[config.mk]
export PLATFORM = sky130hd
export DESIGN_NAME = serial_sum_block_flat
export DESIGN_NICKNAME = d
export VERILOG_FILES = /design/src/rtl/serial_sum_block_if.sv /design/src/rtl/serial_sum_block.sv /design/src/flat_wrapper.sv
export SDC_FILE = /design/constraint.sdc
export NUM_CORES = 1
export LEC_CHECK = 0
export ABC_CLOCK_PERIOD_IN_PS = 3100
export CELL_PAD_IN_SITES_DETAIL_PLACEMENT = 1
export CELL_PAD_IN_SITES_GLOBAL_PLACEMENT = 1
export CORE_MARGIN = 2
export CORE_UTILIZATION = 35
export CTS_CLUSTER_DIAMETER = 200
export DETAILED_ROUTE_END_ITERATION = 6
export PLACE_DENSITY_LB_ADDON = 0.1
export SLEW_MARGIN = 25
export SYNTH_ARGS = -nofsm -noshare
export SYNTH_HDL_FRONTEND = slang
export SYNTH_SLANG_ARGS = --single-unit
export TNS_END_PERCENT = 1
[constraint.sdc]
create_clock -name clk -period 3.1 [get_ports clk]
set_input_delay 0.31 -clock clk [delete_from_list [all_inputs] [get_ports clk]]
set_output_delay 0.31 -clock clk [all_outputs]
set_load 0.01 [all_outputs]
[src/rtl/serial_sum_block_if.sv]
// Handshake and operand bundle for the bit-serial adder.
interface serial_sum_block_if #(
    parameter int WIDTH = 32
);
    logic             start;
    logic [WIDTH-1:0] a;
    logic [WIDTH-1:0] b;
    logic             carry_in;
    logic             busy;
    logic             done;
    logic [WIDTH:0]   out;

    modport master (
        output start, a, b, carry_in,
        input  busy, done, out
    );

    modport slave (
        input  start, a, b, carry_in,
        output busy, done, out
    );
endinterface

[src/rtl/serial_sum_block.sv]
// Bit-serial adder: out = a + b + carry_in, one bit per clock, LSB first.
//
// state | meaning
// IDLE  | waiting for start; out holds the last result
// RUN   | one sum bit per edge, WIDTH edges in total
// DONE  | one-cycle done pulse; a new start is accepted here
module serial_sum_block #(
    parameter int WIDTH = 32,
    parameter int CNT_W = 6
) (
    input  logic               clk,
    input  logic               rst,
    serial_sum_block_if.slave  bus
);
    typedef enum logic [1:0] {
        IDLE = 2'd0,
        RUN  = 2'd1,
        DONE = 2'd2
    } state_t;

    state_t           state;
    state_t           state_nxt;
    logic [WIDTH-1:0] a_sh;
    logic [WIDTH-1:0] b_sh;
    logic [WIDTH-1:0] sum_sh;
    logic [WIDTH-1:0] sum_nxt;
    logic [CNT_W-1:0] cnt;
    logic             carry;
    logic             carry_nxt;
    logic             s_bit;
    logic             accept;
    logic             last;
    logic [WIDTH:0]   out_q;

    assign last = (cnt == CNT_W'(WIDTH - 1));

    // Single full-adder stage; the new sum bit enters at the MSB so that
    // after WIDTH shifts the register holds the sum in natural order.
    always_comb begin
        s_bit     = a_sh[0] ^ b_sh[0] ^ carry;
        carry_nxt = (a_sh[0] & b_sh[0]) | (a_sh[0] & carry) | (b_sh[0] & carry);
        sum_nxt   = {s_bit, sum_sh[WIDTH-1:1]};
    end

    // Next-state decode; a start is honoured in IDLE and in DONE (back-to-back).
    always_comb begin
        state_nxt = state;
        accept    = 1'b0;
        case (state)
            IDLE: begin
                if (bus.start) begin
                    accept    = 1'b1;
                    state_nxt = RUN;
                end
            end
            RUN: begin
                if (last) begin
                    state_nxt = DONE;
                end
            end
            DONE: begin
                if (bus.start) begin
                    accept    = 1'b1;
                    state_nxt = RUN;
                end else begin
                    state_nxt = IDLE;
                end
            end
            default: state_nxt = IDLE;
        endcase
    end

    // State register.
    always_ff @(posedge clk or negedge rst) begin
        if (!rst) begin
            state <= IDLE;
        end else begin
            state <= state_nxt;
        end
    end

    // Operand capture, serial shifting and result update on the final bit.
    always_ff @(posedge clk or negedge rst) begin
        if (!rst) begin
            a_sh   <= '0;
            b_sh   <= '0;
            sum_sh <= '0;
            carry  <= 1'b0;
            cnt    <= '0;
            out_q  <= '0;
        end else if (accept) begin
            a_sh  <= bus.a;
            b_sh  <= bus.b;
            carry <= bus.carry_in;
            cnt   <= '0;
        end else if (state == RUN) begin
            a_sh   <= a_sh >> 1;
            b_sh   <= b_sh >> 1;
            sum_sh <= sum_nxt;
            carry  <= carry_nxt;
            cnt    <= cnt + CNT_W'(1);
            if (last) begin
                out_q <= {carry_nxt, sum_nxt};
            end
        end
    end

    // Outputs come straight from flops; no input reaches them combinationally.
    assign bus.busy = (state == RUN);
    assign bus.done = (state == DONE);
    assign bus.out  = out_q;
endmodule

[src/flat_wrapper.sv]
// flat-port wrapper written by rule: the top's interface ports become plain ports
module serial_sum_block_flat 
#(
    parameter int WIDTH = 32,
    parameter int CNT_W = 6
)
  (clk, rst, bus_start, bus_a, bus_b, bus_carry_in, bus_busy, bus_done, bus_out);
  serial_sum_block_if #(.WIDTH(WIDTH)) bus_i ();
  input  logic clk;
  input  logic rst;
  input wire logic [$bits(bus_i.start)-1:0] bus_start;
  input wire logic [$bits(bus_i.a)-1:0] bus_a;
  input wire logic [$bits(bus_i.b)-1:0] bus_b;
  input wire logic [$bits(bus_i.carry_in)-1:0] bus_carry_in;
  output wire logic [$bits(bus_i.busy)-1:0] bus_busy;
  output wire logic [$bits(bus_i.done)-1:0] bus_done;
  output wire logic [$bits(bus_i.out)-1:0] bus_out;
  assign bus_i.start = bus_start;
  assign bus_i.a = bus_a;
  assign bus_i.b = bus_b;
  assign bus_i.carry_in = bus_carry_in;
  assign bus_busy = bus_i.busy;
  assign bus_done = bus_i.done;
  assign bus_out = bus_i.out;
  serial_sum_block #(.WIDTH(WIDTH), .CNT_W(CNT_W)) u_core (.clk(clk), .rst(rst), .bus(bus_i));
endmodule
==> summary.md <==
| Metric | Value |
|---|---|
| Crit-path max FO | `34` |
| RSZ-0062 raised after global routing | `no` |
| Worst slack at placement | `966 ps` |
| Reg-to-Reg Start | `u_core.state[1]` |
| Crit path cell chain | `nand2b_4 > clkinv_2 > clkdlybuf4s50_1` |
| Worst Hold End | `u_core.a_sh[31]` |
| Async set-reset flop share out of synthesis | `100%` |
| Post-route cell area | `7540 sq um` |
| Crit path max-delay cell type | `clkdlybuf4s50_1` |
| WP buf/inv | `2` |
| Leak | `3.48 nW` |
| Clock buffer depth | `2` |
| Row Count | `46` |
| Reg2reg path depth | `4` |
| Reg2Reg Setup Slack | `1000 ps` |
| Syn nets | `651` |
| Cells after synthesis | `581` |
| Worst reg2reg path endpoint | `u_core.bus.out[0]` |
| Most common library cells after synthesis | `nand2_1 (216), dfrtp_1 (137), nor2_1 (63)` |
| Post-route minimum period | `2170 ps` |
| CTS buffer count | `17` |
| DP Area | `6970 sq um` |
| Setup TNS | `0 ps` |
| Post-route ant nets | `0` |
| Final hold viol count | `0` |
| Max-slew violation count | `0` |
| Yosys Warn Count | `0` |
| Count leader, synth | `nand2_1` |
| Max Clk Rate | `461 MHz` |
| Detailed Route WL | `13,600 um` |
| Rel. slew slack | `50.6%` |
| WP data arrival | `1860 ps` |
| Setup CP Type | `register to primary output` |
| Clk root buf | `clkbuf_16` |
| Crit path required time | `2790 ps` |
| Synth area leaders | `dfrtp_1 (60%), nand2_1 (14%), mux2_4 (7.6%), a31oi_1 (6.3%), nor2_1 (4.1%)` |
| Hold Crit Start | `bus_a[31]` |
| Die ar. | `17,500 sq um` |
| Top cell type's share of synthesized area | `59.5%` |
| Clk_skew | `7.04 ps` |
| Mean Syn Cell Area | `9.91 sq um` |
| Clock slew at reported path FFs | `50 ps` |
| Main flop type after synthesis | `dfrtp_1` |
| VDD IR max | `0.506 mV` |
| Routed via count | `4,404` |
| Gpl congestion | `0.736` |
| Drt via density | `4.90` |
| Largest net degree at the start of global routing | `99` |
| Placeable Area | `16,000 sq um` |
| First-pass GRT wire length | `23,100 um` |
| Antenna Cells | `0` |
| Die width | `132 um` |
| Slew of the pin with the lowest slew margin | `741 ps` |
| FF+latch count, synth | `137` |
| Setup bufs post-CTS | `0` |
| I/O pins | `103` |
| Clock sink count | `137` |
| Layout cells sized above 1 | `11.0%` |
| Overall power | `7.00 mW` |
| Drt wl/cell | `15.1 um` |
| PostCTS Resize Cnt | `0` |
| Hold buffers post-CTS | `1` |
| Outcome | `completed` |
| Starting DRC count in detailed routing | `234` |
| Skew-Pair Late Insertion Delay | `420 ps` |
| CTS H-tree lvls | `4` |
| Drt drc | `0` |
| Final WS setup | `933 ps` |
| Delay-heaviest family, CP | `buffers and inverters` |
| Worst setup SP type | `register` |
| WHS Path Cells | `3` |
| TritonCTS clock tree | `yes` |
| Hold WC Path Type | `primary input to register` |
| PD cells | `929 nW/um^2` |
| Total GRT Usage | `16.4%` |
| Die H | `132 um` |
| Post-synth top area cell | `dfrtp_1` |
| Largest stage delay, worst path | `510 ps` |
| Unique masters post-synth | `31` |
| Nets | `741` |
| Starting Density | `36.0%` |
| Post-synth EDFFs | `0` |
| Filler Cell Count | `1,752` |
| CP Capture Type | `primary output` |
| Area Overhead vs Synth | `30.9%` |
| Initial antenna violation count | `0` |
| Sequential share of the synthesized area | `59.5%` |
| Area of the mapped netlist | `5760 sq um` |
| Drt pass-1 iters | `6` |
| Vias in the first global route | `4,568` |
| Post-DP HPWL | `8710 um` |
| Post-route clock period utilization | `69.9%` |
| Max_cap viols | `0` |
| GRT overflow | `0` |
| Final setup fails | `0` |
| IO Port Bufs | `102` |
==> layout make-up <==
| type | count | area, sq um | area share [%] |
|---|---|---|---|
| multi-input combinational | 403 | 2160 | 28.6 |
| clock buffer | 20 | 457 | 6.06 |
| inverter | 1 | 5.00 | 0.0664 |
| tap | 216 | 270 | 3.59 |
| timing repair buffer | 111 | 1120 | 14.8 |
| sequential | 137 | 3430 | 45.5 |
| clock inverter | 10 | 103 | 1.36 |
==> cells in the final DEF (no fill, tap or decap), types with 3 or more instances in the layout <==
| master | synthesis | layout |
|---|---|---|
| nand2_1 | 216 | 216 |
| dfrtp_1 | 137 | 137 |
| clkdlybuf4s50_1 | 0 | 101 |
| nor2_1 | 63 | 63 |
| a31oi_1 | 58 | 58 |
| mux2_4 | 29 | 29 |
| clkbuf_16 | 0 | 17 |
| clkinv_2 | 0 | 8 |
| buf_4 | 0 | 6 |
| nand3_1 | 4 | 4 |
| nor3_1 | 4 | 4 |
| mux2_2 | 4 | 4 |
| o22ai_1 | 3 | 3 |
==> how the worst max path moves through the flow <==
| stage | startpoint | to | slack (ps) | cells past startpoint |
|---|---|---|---|---|
| 3_5_place_dp | u_core.state[1] | u_core.bus.out[1] | 970 | 4 |
| 6_report | u_core.state[0] | bus_busy | 930 | 3 |
| 2_1_floorplan | u_core.state[1] | u_core.bus.out[10] | 1370 | 5 |
| 4_1_cts | u_core.state[0] | bus_busy | 880 | 3 |
| 3_3_place_gp | u_core.state[1] | u_core.bus.out[0] | 1020 | 4 |
| 5_1_grt | u_core.state[0] | bus_busy | 810 | 3 |
==> routing by layer <==
metal	global-route usage [%]	vias to the layer above	share of wire, %	routed length, um
met3	4.15	15	4.7	637
met1	21.7	2201	46	6250
met5	0	-	0	0
met2	26.2	87	48	6480
li1	-	2101	-	-
met4	5.91	0	1.5	197
==> report_power, final <==
| part | switching [mW] | internal (mW) | leakage [nW] |
|---|---|---|---|
| clock | 0.729 | 1.20 | 0.281 |
| combinational | 1.04 | 0.978 | 1.45 |
| sequential | 0.492 | 2.55 | 1.75 |
==> flip-flops by register name (all words and copies together), names as in the netlist <==
signal	count
u_core.cnt	6
u_core.a_sh	32
u_core.b_sh	32
u_core.bus.out	33
u_core.state	2
u_core.carry	1
u_core.sum_sh	31
==> metrics by stage <==
stage                     instances  utilization (%)  hold WS [ps]
after detailed placement        867             43.6           403
after CTS                       898             47.1           440
after global placement          867             43.6           402
after global routing            898             47.1           463
final                           898             47.1           460
after floorplan                 581                -          14.4
==> worst register-to-register path: cells and delay by family (launching register included) <==
| family | cells | cell delay, ps |
|---|---|---|
| AND/OR/NAND/NOR | 2 | 640 |
| buffers and inverters | 1 | 540 |
| multiplexers | 1 | 420 |
| flip-flops | 1 | 390 |
==> cells by family (layout without fill, tap and decap cells) <==
kind of cell | after synthesis | count (layout) | share of synthesized area (%)
flops | 137 | 137 | 59.5
simple gates | 294 | 294 | 20.0
buf+inv | 41 | 142 | 3.28
mux | 34 | 34 | 8.51
xor+xnor | 1 | 1 | 0.152
fa+ha+maj | 2 | 2 | 0.565
compound gates | 72 | 72 | 8.01
Note: power is estimated with default switching activity, not from simulation.
